### config.mk
export PLATFORM = sky130hd
export DESIGN_NAME = par_serial_tx
export DESIGN_NICKNAME = d
export VERILOG_FILES = /design/src/rtl/par_serial_tx_pkg.sv /design/src/rtl/tx_shift_reg.sv /design/src/rtl/par_serial_tx.sv
export SDC_FILE = /design/constraint.sdc
export NUM_CORES = 1
export LEC_CHECK = 0
export CORE_AREA = 5 5 47 49
export DETAILED_ROUTE_END_ITERATION = 10
export DIE_AREA = 0 0 52 54
export SETUP_SLACK_MARGIN = 0.2
export SYNTH_ARGS = -nofsm -noshare
export SYNTH_HDL_FRONTEND = slang
export SYNTH_SLANG_ARGS = --single-unit
### constraint.sdc
create_clock -name clk -period 1.7 [get_ports clk]
set_input_delay 0.51 -clock clk [delete_from_list [all_inputs] [get_ports clk]]
set_output_delay 0.51 -clock clk [all_outputs]
set_load 0.01 [all_outputs]
### src/rtl/par_serial_tx_pkg.sv
// rtl/par_serial_tx_pkg.sv - shared constants and state encoding for the serial link
//
// Purpose: COM/IDLE framing words and the SYNC/RUN state type, shared by the
// transmitter and the matching serial-to-parallel receiver.
// Ports: none (package).
package par_serial_tx_pkg;

  // Framing words are defined 8 bits wide; users resize them to their word width.
  localparam logic [7:0] COM_WORD  = 8'hBC;
  localparam logic [7:0] IDLE_WORD = 8'h7C;

  typedef enum logic {
    ST_SYNC = 1'b0,
    ST_RUN  = 1'b1
  } tx_state_t;

endpackage

### src/rtl/tx_shift_reg.sv
// rtl/tx_shift_reg.sv - W-bit shift-left register with clear, load and shift controls
//
// Purpose: holds the word being serialised; the MSB is the line bit.
// Ports:
//   clk        - rising-edge clock
//   i_clear    - synchronous clear (highest priority)
//   i_load     - load i_data
//   i_shift    - shift left by one, i_shift_in enters at the LSB
//   i_shift_in - bit shifted in at the LSB
//   i_data     - parallel load value
//   o_msb      - current MSB (registered)
module tx_shift_reg #(
  parameter int W = 8
) (
  input  logic         clk,
  input  logic         i_clear,
  input  logic         i_load,
  input  logic         i_shift,
  input  logic         i_shift_in,
  input  logic [W-1:0] i_data,
  output logic         o_msb
);

  logic [W-1:0] r_data;

  always_ff @(posedge clk) begin
    if (i_clear) begin
      r_data <= '0;
    end else if (i_load) begin
      r_data <= i_data;
    end else if (i_shift) begin
      r_data <= {r_data[W-2:0], i_shift_in};
    end
  end

  assign o_msb = r_data[W-1];

endmodule

### src/rtl/par_serial_tx.sv
// rtl/par_serial_tx.sv - parallel-to-serial transmitter with COM sync burst and IDLE fill
//
// Purpose: sends SYNC_WORDS COM words after reset, then accepted data words MSB
// first, inserting IDLE words whenever no data is offered at a word boundary.
// Optional macro TX_PARITY_EN appends one even-parity bit after every word.
// Ports:
//   clk            - rising-edge clock
//   reset_L        - synchronous active-low reset
//   in_data        - word offered for transmission
//   in_valid       - in_data is valid
//   in_ready       - word accepted at this rising edge when in_valid is high
//   out_serial     - registered serial line
//   out_word_start - high while out_serial carries the MSB of a word
import par_serial_tx_pkg::*;

module par_serial_tx #(
  parameter int BITS       = 8,
  parameter int SYNC_WORDS = 4
) (
  input  logic            clk,
  input  logic            reset_L,
  input  logic [BITS-1:0] in_data,
  input  logic            in_valid,
  output logic            in_ready,
  output logic            out_serial,
  output logic            out_word_start
);

`ifdef TX_PARITY_EN
  localparam int LAST = BITS;
`else
  localparam int LAST = BITS - 1;
`endif
  localparam int CNT_W = $clog2(LAST + 1);
  localparam int SC_W  = $clog2(SYNC_WORDS + 1);

  localparam logic [BITS-1:0] W_COM  = BITS'(COM_WORD);
  localparam logic [BITS-1:0] W_IDLE = BITS'(IDLE_WORD);

  logic             r_active;
  tx_state_t        r_state;
  logic [CNT_W-1:0] r_bit_cnt;
  logic [SC_W-1:0]  r_sync_cnt;

  logic            w_at_last;
  logic            w_in_ready;
  logic            w_clear;
  logic            w_load;
  logic            w_shift;
  logic            w_shift_in;
  logic [BITS-1:0] w_next_word;
  logic            w_msb;

  assign w_at_last  = (r_bit_cnt == CNT_W'(LAST));
  assign w_in_ready = r_active && (r_state == ST_RUN) && w_at_last;

  // The very first active edge loads a word just like a word boundary does.
  assign w_clear = ~reset_L;
  assign w_load  = reset_L && (!r_active || w_at_last);
  assign w_shift = reset_L && r_active && !w_at_last;

  always_comb begin
    w_next_word = W_IDLE;
    if (!r_active || r_state == ST_SYNC) begin
      w_next_word = W_COM;
    end else if (in_valid && w_in_ready) begin
      w_next_word = in_data;
    end
  end

`ifdef TX_PARITY_EN
  // Parity of the loaded word is shifted in behind the LSB, so it reaches the
  // MSB exactly in the extra bit slot.
  logic r_par;

  always_ff @(posedge clk) begin
    if (!reset_L) begin
      r_par <= 1'b0;
    end else if (w_load) begin
      r_par <= ^w_next_word;
    end
  end

  assign w_shift_in = r_par;
`else
  assign w_shift_in = 1'b0;
`endif

  always_ff @(posedge clk) begin
    if (!reset_L) begin
      r_active   <= 1'b0;
      r_state    <= ST_SYNC;
      r_bit_cnt  <= '0;
      r_sync_cnt <= '0;
    end else if (!r_active) begin
      r_active   <= 1'b1;
      r_bit_cnt  <= '0;
      r_sync_cnt <= SC_W'(1);
      if (SYNC_WORDS == 1) begin
        r_state <= ST_RUN;
      end
    end else if (!w_at_last) begin
      r_bit_cnt <= r_bit_cnt + CNT_W'(1);
    end else begin
      r_bit_cnt <= '0;
      if (r_state == ST_SYNC) begin
        r_sync_cnt <= r_sync_cnt + SC_W'(1);
        // This boundary loads the final COM word of the burst.
        if (r_sync_cnt == SC_W'(SYNC_WORDS - 1)) begin
          r_state <= ST_RUN;
        end
      end
    end
  end

  tx_shift_reg #(
    .W(BITS)
  ) u_shift (
    .clk        (clk),
    .i_clear    (w_clear),
    .i_load     (w_load),
    .i_shift    (w_shift),
    .i_shift_in (w_shift_in),
    .i_data     (w_next_word),
    .o_msb      (w_msb)
  );

  assign in_ready       = w_in_ready;
  assign out_serial     = w_msb;
  assign out_word_start = r_active && (r_bit_cnt == '0);

endmodule

==> results.cfg, run 1 <==
[sta]
post-route-period-util = 0.9901
worst_pin_slew_ps = 235.9
relSlewSlack = 0.8423
max_freq_mhz = 594.1
setup_tns_ps = 0
skew_ps = 1.406
post-route-min-period_ps = 1683
rsz0062_at_grt = yes
finalSetupViolCount = 0
hold_violations = 0
fin_ws_ps = 16.77
drv_slew = 0

[route]
drt_wl_total_mm = 1.313
drc = 0
vias_per_cell = 4.711
ant_nets = 0
avgRoutedWirePerCell_um = 11.52
vias = 537
firstDrtPassIters = 4
drt_iter0_drc = 3

[power]
switchingPower_uw = 160.5
p_clk_frac = 0.355
share_comb_of_total_power = 0.098
pwr-share-seq = 0.547
power_density_nw_per_um2 = 779.9
vdd_drop_max_uv = 378.4
p_sw_frac = 0.2217
leakage_nw = 0.3785
intPower_uw = 563.5

[clock_tree]
root_buffer = clkbuf_4
clk_path_buf_depth = 2
numCtsBuffers = 3
cts_sinks = 16
cts_tree = yes
postCtsHoldBufs = 0
clk_pin_slew_ps = 100
htreeDepth = 1
clk_latency_ps = 290

[synthesis]
ys_seq_area_frac = 0.4952
synthFlopType = dfxtp_1
synth_seq_cells = 16
synthDominantCellAreaShare = 0.4952
synthDistinctLibCells = 24
ys_warn_count = 0
netlist_top_cells_count = dfxtp_1 (16), inv_1 (7), ha_1 (5), nand3_1 (5)
synthTopCellsByArea = dfxtp_1 (50%), ha_1 (9.7%), o221a_2 (5.2%)
yosysMostFrequentCell = dfxtp_1
synth_area_um2 = 646.9
synthArstFlopShare = 0
synthesis.nets = 80
post-synth-top-area-cell = dfxtp_1
synth_edf_count = 0
synth_cells = 64
avgSynthCellArea_um2 = 10.11

[worst_setup_path]
cp_slowest_stage_delay_ps = 350
cp_max_fo = 2
path_buf_inv = 2
cp-start-kind = register
r2r_slack_ps = 300
crit_slowest_cell = dfxtp_2
reg2reg_from = r_bit_cnt[0]
timing.critical_path.required_ps = 1190
crit_type = reg -> out
worstRegToRegCells = 5
path_depth = 5
crit_path_end = in_ready
critical_path.top_delay_family = flip-flops
critPathLaunch = r_bit_cnt[0]
timing.rr.end = u_shift.r_data[5]
crit_arrival_ps = 1170
crit_top_cell = ha_4
path_cells = ha_4 -> ha_4 -> nand3_2 -> inv_2 -> buf_6
end_kind = primary output

[global_routing]
grt_max_degree = 10
grt_overflow = 0
grt_pass1_wl_mm = 2.373
antenna_found_initial = 0
grt_usage = 0.1191
grt_pass1_vias = 558

[placed_design]
placed_cell_area_um2 = 854.6
post-place-ws_ps = -174.5
dp.final_hpwl_um = 962.5
gp_congestion = 0.7053
portBuffers = 13
place_inst = 109

[die]
ios = 14
core_area_um2 = 1822
dieArea_um2 = 2808
fp-row-count = 16
die_w_um = 52
start_util = 0.3551
die_h_um = 54

[worst_hold_path]
min_path_type = reg -> reg

[finish]
design_area_um2 = 928.4
antennaDiodeCount = 0
syn_to_final_growth_pct = 43.52
final_net_count = 104
drive_gt1_frac = 0.3218
final_cells = 114

[run]
cap_violations = 0

[status]
status = finished clean
-- through the flow --
stage               hold WS (ps)  power, mW  utilization
finish                     471.0     0.7241       0.5096
global route               498.7     0.7620       0.5096
CTS                        475.2     0.7316       0.5096
detailed placement         461.1     0.4763       0.4691
global placement           453.1     0.4755       0.4691
floorplan                  420.8     0.4310            -
-- cells in the final DEF, fill, tap and decap left out, types with 2 or more instances in the layout --
master	synthesis	final
ha_4	0	2
a31oi_1	2	2
clkbuf_4	0	3
ha_1	5	2
and3_1	3	3
nand3_1	5	4
clkdlybuf4s50_1	0	10
dfxtp_1	16	14
inv_1	7	5
buf_4	0	8
nor2_1	4	4
o21ai_0	4	4
inv_2	0	2
dfxtp_2	0	2
o221a_2	3	3
-- kinds of logic (layout without fill, tap and decap cells) --
group,after synthesis,in the layout,share of synthesized area
adder cells (fa/ha/maj),5,5,0.09671
AND/OR/NAND/NOR,19,19,0.1779
multiplexers,1,1,0.01547
AO/OA/AOI/OAI,13,13,0.1470
XOR/XNOR,1,1,0.01354
flip-flops,16,16,0.4952
buffers and inverters,9,32,0.05415
-- state kept, by name, indices dropped and copies added (netlist names) --
register and flops:
r_active 1, r_bit_cnt 3, r_state 1, r_sync_cnt 3, u_shift.r_data 8
-- layout make-up --
class | instances | area [um^2]
fillers | 173 | 893.4
clock buffers | 4 | 36.28
flip-flops and latches | 16 | 322.8
repair buffers | 21 | 185.2
multi-input cells | 39 | 324.1
well taps | 27 | 33.78
inverters | 7 | 26.28
-- power groups by stage --
stage | Sequential [mW] | Combinational [mW] | Clock [mW]
3_5_place_dp | 0.403 | 0.0730 | 0
6_report | 0.396 | 0.0709 | 0.257
2_1_floorplan | 0.402 | 0.0295 | 0
5_1_grt | 0.398 | 0.0784 | 0.285
3_3_place_gp | 0.403 | 0.0730 | 0
4_1_cts | 0.397 | 0.0713 | 0.264
-- worst register-to-register path, stage by stage, from the launching register on --
cell and delay [ps]:
dfxtp_2 350, ha_4 160, ha_4 160, buf_4 150, nand2b_2 210, o221a_2 280
-- metal layers --
layer | GRT usage | share of wire | up-vias
met2 | 0.2092 | 0.50 | 10
met3 | 0.05817 | 0.057 | 4
met5 | 0 | 0 | -
met4 | 0.06550 | 0.016 | 0
met1 | 0.1140 | 0.43 | 252
li1 | - | - | 271
-- what timing repair did --
item                                    4_1_cts  5_1_grt
gates resized for setup                      20        0
endpoints found under the setup margin        3        2
setup buffers                                 1        0
pin swaps                                     2        0
-- how the worst min path moves through the flow --
stage | depth (start not counted) | from | to
after floorplan | 2 | u_shift.r_data[5] | u_shift.r_data[6]
after global placement | 2 | u_shift.r_data[0] | u_shift.r_data[1]
after detailed placement | 2 | u_shift.r_data[0] | u_shift.r_data[1]
after CTS | 2 | u_shift.r_data[0] | u_shift.r_data[1]
after global routing | 2 | u_shift.r_data[0] | u_shift.r_data[1]
final | 2 | u_shift.r_data[0] | u_shift.r_data[1]
No activity file was read; power rests on OpenSTA's default activity.
==> inputs of run 2 (changes only) <==
Settings changed: SLEW_MARGIN from default to 20.
==> results of run 2 <==
The final DEF is identical to that of run 1; final timing and power are the same.
==> patch (settings of run 1) <==
Set the parameter `SYNC_WORDS` to 8 (it was 4).
--- a/src/rtl/par_serial_tx.sv
+++ b/src/rtl/par_serial_tx.sv
@@ -17,3 +17,3 @@
   parameter int BITS       = 8,
-  parameter int SYNC_WORDS = 4
+  parameter int SYNC_WORDS = 8
 ) (
Function: same outputs for any inputs over 10 cycles, from zero or initial values and one cycle with reset_L low; that may be too few to reach the edited logic, so the function may still have changed.
==> patch against run 1 <==
The flow now finishes with violations (setup timing); wire length is 7.1% higher; maximum frequency is 2.2% lower; design area is 4.7% higher; total power is 2.5% lower; area after synthesis is 9.3% higher; setup slack worse by 38 ps; sequential cell count is 1 higher; non-clock buffer count stayed put.
==> patch: results (changes against run 1) <==
| Metric | Value |
|---|---|
| Number of antenna violations at the first check in global routing | `0 (unchanged)` |
| DRC marker count from the first detailed-route iteration | `8 (was 3)` |
| Worst Clk Skew | `9.98 ps (was 1.41 ps)` |
| Portion of netlist area occupied by mux cells | `0% (was 1.55%)` |
| Largest registers | `u_shift.r_data: 8 flops, r_sync_cnt: 4 flops, r_bit_cnt: 3 flops (was u_shift.r_data: 8 flops, r_bit_cnt: 3 flops, r_sync_cnt: 3 flops)` |
| Static Leakage | `0.384 nW (was 0.378 nW)` |
| Post-synthesis xor/xnor area fraction | `2.48% (was 1.35%)` |
| Average footprint of a synthesized cell | `9.96 um2 (was 10.1 um2)` |
| Fraction of the mapped netlist area in adder cells | `7.08% (was 9.67%)` |
| Final weighted congestion of routability-driven global placement | `0.692 (was 0.705)` |
| First-pass GRT wire length | `2.40 mm (was 2.37 mm)` |
| Mean number of vias per cell | `4.64 (was 4.71)` |
| Maximum number of pins on one net before global-route repair | `13 (was 10)` |
| Number of failing setup endpoints in the final timing report | `1 (was 0)` |
| Arrival time at the worst endpoint | `1210 ps (was 1170 ps)` |
| Worst setup slack before clock tree synthesis | `-154 ps (was -174 ps)` |
| Worst Slack Setup Final | `-21.3 ps (was 16.8 ps)` |
| Overall routed net length | `1.41 mm (was 1.31 mm)` |
| Complex-gate fraction of the synthesized area | `14.7% (about the same)` |
| Most common cell after layout, fill and taps aside | `dfxtp_1 (unchanged)` |
| Number of nets produced by synthesis | `86 (was 80)` |
| Overall routing resource usage | `11.8% (was 11.9%)` |
| Number of global-route vias before repair | `582 (was 558)` |
| Distinct cell type count after synthesis | `31 (was 24)` |
| Area contributors post-synth | `dfxtp_1, ha_1, o221a_1, and3_1, nand2_1 (was dfxtp_1, ha_1, o221a_2, inv_1, nand3_1)` |
| Fraction of the yosys area taken by sequential cells | `48.1% (was 49.5%)` |
| Worst IR Drop VDD | `373 uV (was 378 uV)` |
| Clock-pin slew reported for the worst setup and hold paths after clock tree synthesis | `90 ps` |
| Maximum level of the CTS H-tree | `1 (unchanged)` |
| Layout net count | `110 (was 104)` |
| Count of vias placed by the detailed router | `562 (was 537)` |
| TritonCTS buffer count | `3 (unchanged)` |
| Relative slew slack | `84.4% (was 84.2%)` |
| Share of post-route cells with drive strength above 1 | `24.5% (was 32.2%)` |
| Total half-perimeter wirelength after legalization and detailed placement | `1.05 mm (was 963 um)` |
| Top cell types by occurrence after synthesis | `dfxtp_1, nand2_1 (was dfxtp_1, inv_1, ha_1, nand3_1)` |
| Largest buffer count on any clock path | `2 (unchanged)` |
| Setup Total Neg Slack | `-21.3 ps (was 0 ps)` |
| Post-synth top flop | `dfxtp_1 (unchanged)` |
| Number of instances in the placed design | `116 (was 109)` |
| Class of the tightest hold or removal check | `reg -> reg (unchanged)` |
| Failing checks | `setup timing` |
| Result of the run | `complete, but fails checks (was completed)` |
## patch: cell families (layout without fill, tap and decap cells)
family / Yosys count / in the layout
AOI/OAI and AO/OA: 15 / 15
xor gates and xnor gates: 2 / 2
adders and majority gates: 4 / 4
buffers and inverters: 6 / 29
DFF: 17 / 17
and+or+nand+nor: 27 / 27
## patch: metal layers
layer | vias to the layer above | share of wire (%) | global-route usage (%)
met5 | - | 0 | 0
met4 | 0 | 0.92 | 6.55
met3 | 2 | 2.6 | 3.32
met2 | 7 | 51 | 20.3
met1 | 259 | 45 | 13.1
li1 | 294 | - | -
## patch: where the power goes
group	internal [W]	total, W	switching (W)
logic	0.0000428	0.0000677	0.0000250
clock network	0.0000911	0.000219	0.000128
registers	0.000412	0.000419	0.00000701
## patch: final timing paths
check,from,end,slack [ps],cells past startpoint
worst max-delay path,r_bit_cnt[0],in_ready,-20,4
worst min-delay path,u_shift.r_data[5],u_shift.r_data[6],450,2
worst max register to register,r_bit_cnt[0],u_shift.r_data[4],220,6
worst min register to register,u_shift.r_data[5],u_shift.r_data[6],450,2
## patch: final cells by class
type	instances	area, um2
fillers	184	850
repair buffers	21	185
well taps	27	33.8
inverters	4	15.0
flip-flops and latches	17	343
multi-input cells	48	369
clock buffers	4	26.3
## patch: worst max-delay path, stage by stage (launching register included)
cell and delay, ps:
dfxtp_2 350, ha_4 160, ha_4 150, and3_4 160, buf_6 110
## patch: per-stage QoR
stage,util (%),area (um2)
finish,53.4,972
global placement,50.3,916
global route,53.4,972
detailed placement,50.3,916
CTS,53.0,965
floorplan,-,714
## patch: what timing repair did
action / in CTS / in global routing
buffers inserted: 0 / 1
setup endpoints to repair: 7 / 5
pin swaps: 1 / 1
resized for setup: 16 / 0
